===== config.mk =====
export PLATFORM = sky130hd
export DESIGN_NAME = aidan_mcnay_prime_ctrl
export DESIGN_NICKNAME = d
export VERILOG_FILES = /design/src/rtl/aidan_mcnay_prime_pkg.sv /design/src/rtl/aidan_mcnay_trial_div_counter.sv /design/src/rtl/aidan_mcnay_prime_ctrl.sv
export SDC_FILE = /design/constraint.sdc
export NUM_CORES = 1
export LEC_CHECK = 0
export ABC_AREA = 1
export BUFFER_PORTS_ARGS = -buffer_cell sky130_fd_sc_hd__buf_2
export CAP_MARGIN = 5
export CORE_ASPECT_RATIO = 1.1
export CORE_UTILIZATION = 40
export DETAILED_ROUTE_END_ITERATION = 10
export SLEW_MARGIN = 20
export SYNTH_ARGS = -nofsm -noshare
export SYNTH_HDL_FRONTEND = slang
export SYNTH_SLANG_ARGS = --single-unit

===== constraint.sdc =====
create_clock -name clk -period 5.4 [get_ports clk]
set_input_delay 0.81 -clock clk [delete_from_list [all_inputs] [get_ports clk]]
set_output_delay 0.81 -clock clk [all_outputs]
set_load 0.005 [all_outputs]

===== src/rtl/aidan_mcnay_prime_pkg.sv =====
// Shared state encoding and defaults for the trial-division primality controller.
package aidan_mcnay_prime_pkg;

   localparam int unsigned ODD_SKIP_DEFAULT = 1;

   typedef enum logic [2:0] {
      IDLE,
      CHECK,
      DIV_REQ,
      DIV_RESP,
      NEXT,
      DRAIN,
      DONE
   } state_e;

endpackage


===== src/rtl/aidan_mcnay_trial_div_counter.sv =====
// Trial divisor and its running square; the square is stepped incrementally,
// so no multiplier is needed.
module aidan_mcnay_trial_div_counter #(
   parameter int unsigned NBITS = 16
) (
   input  logic               clk,
   input  logic               reset,
   input  logic               load,
   input  logic               step,
   input  logic               odd_skip,
   output logic [NBITS-1:0]   divisor,
   output logic [2*NBITS-1:0] sq
);

   logic [NBITS-1:0]   div_q, div_d;
   logic [2*NBITS-1:0] sq_q, sq_d;
   logic [2*NBITS-1:0] d_ext;
   logic               big_step;

   always_comb begin
      d_ext    = {{NBITS{1'b0}}, div_q};
      big_step = odd_skip && (div_q != NBITS'(2));
      div_d    = div_q;
      sq_d     = sq_q;
      if (load) begin
         div_d = NBITS'(2);
         sq_d  = (2*NBITS)'(4);
      end else if (step) begin
         // (d+2)^2 = d^2 + 4d + 4 ; (d+1)^2 = d^2 + 2d + 1
         if (big_step) begin
            div_d = div_q + NBITS'(2);
            sq_d  = sq_q + (d_ext << 2) + (2*NBITS)'(4);
         end else begin
            div_d = div_q + NBITS'(1);
            sq_d  = sq_q + (d_ext << 1) + (2*NBITS)'(1);
         end
      end
   end

   always_ff @(posedge clk) begin
      if (reset) begin
         div_q <= '0;
         sq_q  <= '0;
      end else begin
         div_q <= div_d;
         sq_q  <= sq_d;
      end
   end

   assign divisor = div_q;
   assign sq      = sq_q;

endmodule


===== src/rtl/aidan_mcnay_prime_ctrl.sv =====
// Primality tester by trial division against an external streaming divider,
// stopping once divisor^2 exceeds the value under test.
module aidan_mcnay_prime_ctrl
   import aidan_mcnay_prime_pkg::*;
#(
   parameter int unsigned NBITS    = 16,
   parameter int unsigned ODD_SKIP = ODD_SKIP_DEFAULT
) (
   input  logic             clk,
   input  logic             reset,
   input  logic             req_val,
   output logic             req_rdy,
   input  logic [NBITS-1:0] req_value,
   input  logic             abort,
   output logic             div_istream_val,
   input  logic             div_istream_rdy,
   output logic [NBITS-1:0] div_dividend,
   output logic [NBITS-1:0] div_divisor,
   input  logic             div_ostream_val,
   output logic             div_ostream_rdy,
   input  logic [NBITS-1:0] div_remainder,
   output logic             resp_val,
   input  logic             resp_rdy,
   output logic             is_prime,
   output logic [NBITS-1:0] factor,
   output logic             busy
);

   state_e             state_q, state_d;
   logic [NBITS-1:0]   value_q, value_d;
   logic               is_prime_q, is_prime_d;
   logic [NBITS-1:0]   factor_q, factor_d;
   logic               cnt_load, cnt_step;
   logic [NBITS-1:0]   divisor;
   logic [2*NBITS-1:0] sq;

   aidan_mcnay_trial_div_counter #(
      .NBITS (NBITS)
   ) u_counter (
      .clk      (clk),
      .reset    (reset),
      .load     (cnt_load),
      .step     (cnt_step),
      .odd_skip (ODD_SKIP != 0),
      .divisor  (divisor),
      .sq       (sq)
   );

   always_comb begin
      state_d         = state_q;
      value_d         = value_q;
      is_prime_d      = is_prime_q;
      factor_d        = factor_q;
      cnt_load        = 1'b0;
      cnt_step        = 1'b0;
      req_rdy         = 1'b0;
      div_istream_val = 1'b0;
      div_ostream_rdy = 1'b0;
      resp_val        = 1'b0;
      busy            = (state_q != IDLE);
      div_dividend    = value_q;
      div_divisor     = divisor;
      is_prime        = is_prime_q;
      factor          = factor_q;

      case (state_q)
         IDLE: begin
            req_rdy = 1'b1;
            if (req_val) begin
               value_d  = req_value;
               cnt_load = 1'b1;
               state_d  = CHECK;
            end
         end
         CHECK: begin
            if (abort) begin
               state_d = IDLE;
            end else if (value_q < NBITS'(2)) begin
               is_prime_d = 1'b0;
               factor_d   = '0;
               state_d    = DONE;
            end else if (sq > {{NBITS{1'b0}}, value_q}) begin
               is_prime_d = 1'b1;
               factor_d   = value_q;
               state_d    = DONE;
            end else begin
               state_d = DIV_REQ;
            end
         end
         DIV_REQ: begin
            div_istream_val = 1'b1;
            // A request accepted in the abort cycle still owes a response.
            if (div_istream_rdy) state_d = abort ? DRAIN : DIV_RESP;
            else if (abort)      state_d = IDLE;
         end
         DIV_RESP: begin
            div_ostream_rdy = 1'b1;
            if (abort) begin
               state_d = div_ostream_val ? IDLE : DRAIN;
            end else if (div_ostream_val) begin
               if (div_remainder == '0) begin
                  is_prime_d = 1'b0;
                  factor_d   = divisor;
                  state_d    = DONE;
               end else begin
                  state_d = NEXT;
               end
            end
         end
         NEXT: begin
            if (abort) begin
               state_d = IDLE;
            end else begin
               cnt_step = 1'b1;
               state_d  = CHECK;
            end
         end
         DRAIN: begin
            div_ostream_rdy = 1'b1;
            if (div_ostream_val) state_d = IDLE;
         end
         DONE: begin
            resp_val = 1'b1;
            if (resp_rdy) state_d = IDLE;
         end
         default: state_d = IDLE;
      endcase

      if (reset) begin
         req_rdy         = 1'b0;
         div_istream_val = 1'b0;
         div_ostream_rdy = 1'b0;
         resp_val        = 1'b0;
         busy            = 1'b0;
      end
   end

   always_ff @(posedge clk) begin
      if (reset) begin
         state_q    <= IDLE;
         value_q    <= '0;
         is_prime_q <= 1'b0;
         factor_q   <= '0;
      end else begin
         state_q    <= state_d;
         value_q    <= value_d;
         is_prime_q <= is_prime_d;
         factor_q   <= factor_d;
      end
   end

endmodule


# After elaboration in Yosys (flattened, before gate mapping)
# Index checks and enable logic that the tools add are counted.
dict set report totals {
  register_bits 84
  inputBits 39
  word_cells 91
  out_inout_bits 54
}
dict set report classes {
  n_lt_le_gt_ge 2
  add_sub_neg 6
  eq_ne 17
  mux 48
  reduce_logical 10
}
# cell n
set ops {}
lappend ops {{$mux 16} 7}
lappend ops {{$mux 3} 14}
lappend ops {{$add 32x1->32 const B} 1}
lappend ops {{$add 32x17->32} 1}
lappend ops {{$add 32x18->32} 1}
lappend ops {{$add 32x3->32 const B} 1}
lappend ops {{$gt 32x16->1} 1}
lappend ops {{$mux 32} 1}
lappend ops {{$pmux 16 s2} 1}
lappend ops {{$pmux 3 s7} 1}
lappend ops {{$mux 1} 20}
lappend ops {{$add 16x1->16 const B} 1}
lappend ops {{$add 16x2->16 const B} 1}
lappend ops {{$logic_not 16->1} 1}
lappend ops {{$lt 16x2->1 const B} 1}
lappend ops {{$ne 16x2->1 const B} 1}
lappend ops {{$ne 2x2->1 const B} 7}
lappend ops {{$eq 3x3->1 const B} 3}
lappend ops {{$ne 3x3->1 const B} 3}
lappend ops {{$eq 3x2->1 const B} 2}
lappend ops {{$mux 2} 3}
lappend ops {{$reduce_and 6->1} 1}
lappend ops {{$reduce_and 5->1} 1}
lappend ops {{$reduce_bool 2->1} 2}
lappend ops {{other kinds (6)} 7}

# Depth between registers and ports, before layout
dict set report logic_depth {
  depth_word 5
  ltp_mapped 17
  mapped_depth_nobuf 17
}

# Hierarchy
# A second synthesis with hierarchy kept.
dict set report hier_totals {
  hier_cells 1198
  area_unflattened_um2 7244.4
}
# module area_per_inst_um2 n_inst cells_each
set modules_own_cells {}
lappend modules_own_cells {aidan_mcnay_trial_div_counter 5069.9 1 873}
lappend modules_own_cells {aidan_mcnay_prime_ctrl 2174.6 1 325}

# Worst setup path before layout
# OpenSTA, ideal clock, no wires.
dict set report synth_path {
  kind {reg-to-reg}
  startpoint {reg u_counter.div_q[1], in the netlist u_counter.divisor[1]}
  endpoint {reg u_counter.sq_q[13], in the netlist u_counter.sq[13]}
  arrival_ns 2.162
  required_ns 5.281
  stages_incl_launch_ff 11
  setup_slack_ns 3.118
  path_cell_list {dfxtp_1 ha_1 ha_1 fa_1 nand2_1 nand3_1 nand2_1 nand2_1 or2_2 a21oi_1 a21oi_1}
}
dict set report synth_between {
  elab_chain_len 3
}
# element line_no
set synth_rtl {}
lappend synth_rtl {{from (decl)} aidan_mcnay_trial_div_counter.sv:15} ;# logic [NBITS-1:0] div_q, div_d;
lappend synth_rtl {{from (signal assigned)} aidan_mcnay_trial_div_counter.sv:45} ;# div_q <= div_d;
lappend synth_rtl {{$add 32x17->32 or $add 32x18->32 (tied branches)} {aidan_mcnay_trial_div_counter.sv:35, aidan_mcnay_trial_div_counter.sv:32}}
lappend synth_rtl {{$add 32x1->32 or $add 32x3->32 (tied branches)} {aidan_mcnay_trial_div_counter.sv:35, aidan_mcnay_trial_div_counter.sv:32}}
lappend synth_rtl {{$mux 32 *} aidan_mcnay_trial_div_counter.sv:30} ;# if (big_step) begin
lappend synth_rtl {{to (signal assigned)} aidan_mcnay_trial_div_counter.sv:46} ;# sq_q <= sq_d;
lappend synth_rtl {{to (decl)} aidan_mcnay_trial_div_counter.sv:16} ;# logic [2*NBITS-1:0] sq_q, sq_d;
# Mark *: on every way between the ends. The rest lies on a longest branch, timed or not.
# A chain may end at the register's enable or synchronous reset.

# Final worst setup path
dict set report layout_path {
  startpoint {reg state_q[1]}
  endpoint {reg u_counter.sq_q[9], in the netlist u_counter.sq[9]}
}
dict set report layout_between {
  elab_chain_len 3
}
# element line_no
set layout_rtl {}
lappend layout_rtl {{from (decl)} aidan_mcnay_prime_ctrl.sv:29} ;# state_e state_q, state_d;
lappend layout_rtl {{from (signal assigned)} aidan_mcnay_prime_ctrl.sv:145} ;# state_q <= state_d;
lappend layout_rtl {{$logic_not 3->1} aidan_mcnay_prime_ctrl.sv:66} ;# case (state_q)
lappend layout_rtl {{$mux 1} aidan_mcnay_prime_ctrl.sv:66}
lappend layout_rtl {{$reduce_or 2->1 (no source line)} -}
# Several ways; a longest one is shown, not always the timed one.

==> results.sh <==
export IMPL_outcome="completed"
export IMPL_syn_cell_area_mm2=0.00692
export IMPL_cts_buffer_depth=2
export IMPL_wl_um=22600
export IMPL_cts_tree="built"
export IMPL_path_buf_inv=2
export IMPL_wl_per_cell_um=16.0
export IMPL_period_share_pct=68.4
export IMPL_portBuffers=92
export IMPL_yosys_warnings=0
export IMPL_synthAdderAreaFrac_pct=12.7
export IMPL_cp_end_kind="flip-flop"
export IMPL_final_common_cell="nand2_1"
export IMPL_hp_class="reg2reg"
export IMPL_synth_area_leaders="dfxtp_1 24%, nand2_1 15%, ha_1 12%"
export IMPL_netlist_area_leader_share_pct=24.3
export IMPL_gp_congestion=0.906
export IMPL_crit_path_max_incr_delay_ns=0.94
export IMPL_cp_max_fo=35
export IMPL_synth_compound_area_share_pct=19.2
export IMPL_firstDrtPassIters=5
export IMPL_setup_viol_count_final=0
export IMPL_cts_setup_buffers=0
export IMPL_worstPathRequired_ns=5.69
export IMPL_relSlewSlack_pct=33.8
export IMPL_grt_first_pass_wirelength_um=36200
export IMPL_areaGrowthSynthToFinish_pct=13.2
export IMPL_p_leak_nw=3.70
export IMPL_fin_crit_ns=3.69
export IMPL_drt_antenna_violating_nets=0
export IMPL_synthMuxAreaShare_pct=0
export IMPL_async_reset_ff_share_pct=0
export IMPL_h_tree_depth=3
export IMPL_synth_edf_count=0
export IMPL_io_pins=93
export IMPL_route_detailed_drc=0
export IMPL_post_cts_resized=0
export IMPL_grt_pass1_vias=7051
export IMPL_critPathLaunchType="flip-flop"
export IMPL_crit_arrival_ns=3.98
export IMPL_final_nets=1281
export IMPL_crit_family="simple AND/OR/NAND/NOR gates"
export IMPL_vdd_drop_max_mv=0.136
export IMPL_syn_inst=1097
export IMPL_synthXorXnorAreaFrac_pct=1.65
export IMPL_clk_latency_ns=0.36
export IMPL_place_ws_ns=1.55
export IMPL_yosysSeqAreaShare_pct=24.3
export IMPL_drive_above_1_share_pct=11.0
export IMPL_grt_start_max_net_pins=37
export IMPL_grt_overflow=0
export IMPL_ys_types=43
export IMPL_setup_tns_final_ns=0
export IMPL_tightestPinTransition_ns=0.991
export IMPL_first_iter_violations=523
export IMPL_avgSynthCellArea_um2=6.31
export IMPL_clk_pin_slew_worst_paths_ns=0.07
export IMPL_synth_top_family_by_area="simple AND/OR/NAND/NOR gates"
export IMPL_p_per_area_mw_per_mm2=202
export IMPL_setup_slack_ns=1.71
export IMPL_synth_simple_gate_area_share_pct=33.5
export IMPL_start_util_pct=40.8
export IMPL_fin_skew_ns=0.0114
export IMPL_syn_nets=1205
export IMPL_grt_use_total_pct=26.1
export IMPL_ys_ff_latch=84
export IMPL_postPlaceCellArea_mm2=0.00756
export IMPL_row_count=50
export IMPL_yosys_area_top_type="dfxtp_1"
export IMPL_dp_hpwl_um=17800
export IMPL_numCtsBuffers=9
export IMPL_crit_type="reg2reg"
export IMPL_die_w_um=127
export IMPL_mostFrequentLayoutCells="274 x nand2_1, 135 x a21oi_1, 119 x inv_1"
export IMPL_ys_flop_type="dfxtp_1"
export IMPL_cts_sink_count=84
export IMPL_hold_viol=0
export IMPL_fin_hold_ws_ns=0.458
export IMPL_p_total_mw=1.59
export IMPL_cap_violations=0
export IMPL_final_area_mm2=0.00783
export IMPL_antenna_cells=0
export IMPL_max_freq_mhz=271
export IMPL_via_per_inst=5.33
export IMPL_clock_root_buffer="clkbuf_16"
export IMPL_cp_common_cell="nand2_1"
export IMPL_path_cells="inv_1 -> nand2_1 -> nor2_1 -> nand2_1 -> nand2_1 -> inv_1 -> o21ai_0 -> a31oi_1"
export IMPL_vias=7521
export IMPL_ctsHoldBuffers=0
export IMPL_antenna_found_initial=0
export IMPL_fp_coreArea_mm2=0.0170
export IMPL_report_final_slew_viol_count=0
export IMPL_rsz0062_at_grt="no"
export IMPL_die_h_um=140
export IMPL_die_area_mm2=0.0178
export IMPL_critPathSlowestCell="inv_1"
## power breakdown
group | internal, mW | leakage, nW | switching, mW
registers | 0.650 | 0.682 | 0.0265
clock network | 0.314 | 0.129 | 0.285
logic | 0.106 | 2.89 | 0.205
## synth_stat cells (all sizes together) (2+ instances only)
master	instances
fa	2
clkbuf	14
o211ai	4
nor4	11
nand3	66
inv	124
xor2	9
dfxtp	84
or2	5
nor3	23
o22ai	2
nand2	275
buf	15
a31oi	5
a21o	5
ha	67
a21boi	3
and2	2
o21ai	87
xnor2	4
nand3b	7
a21oi	135
o21bai	2
nand4	40
nor2	100
## cell families (layout without fill, tap and decap cells)
group                      count (synthesis)  after routing
DFF                                       84             84
and+or+nand+nor                          529            529
adders and majority gates                 69             69
xor gates and xnor gates                  13             13
buffers and inverters                    153            233
AOI/OAI and AO/OA                        249            249
## tightest hold or removal path, stage by stage, from the launching register on
cell and delay, ns:
dfxtp_1 0.31, nand2_1 0.06, a21oi_1 0.05
## routing by layer
metal	vias up	wire length, µm	GRT usage, %
li1	3862	-	-
met1	3375	10100	33.3
met2	235	10400	43.4
met3	49	1260	3.40
met4	0	821	12.5
met5	-	0	0
## stage by stage
stage	std cells	util, %
floorplan	1097	-
global placement	1396	44.6
detailed placement	1396	44.6
CTS	1411	46.2
global route	1411	46.2
finish	1411	46.2
## area by class of cell
| class | count | area (µm²) |
|---|---|---|
| clock buffer | 9 | 225 |
| clock inverter | 6 | 50.0 |
| fill | 1854 | 9120 |
| inverter | 124 | 465 |
| multi-input combinational | 860 | 4640 |
| sequential | 84 | 1680 |
| tap | 234 | 293 |
| timing repair buffer | 94 | 475 |
## final timing paths
kind | startpoint | to | slack, ns | cells after the start
worst max-delay path | state_q[1]$_SDFFE_PP0P_ | u_counter.sq[9]$_SDFFE_PP0P_ | 1.71 | 8
worst min-delay path | factor[8]$_SDFFE_PP0P_ | factor[8]$_SDFFE_PP0P_ | 0.46 | 2
worst max register to register | state_q[1]$_SDFFE_PP0P_ | u_counter.sq[9]$_SDFFE_PP0P_ | 1.71 | 8
worst min register to register | factor[8]$_SDFFE_PP0P_ | factor[8]$_SDFFE_PP0P_ | 0.46 | 2
## flip-flops by register name, indices dropped and copies added, names as in the netlist, named ones only
signal             count
div_dividend          16
factor                16
is_prime               1
state_q                3
u_counter.divisor     16
u_counter.sq          31
Note: power is estimated with default switching activity, not from simulation.
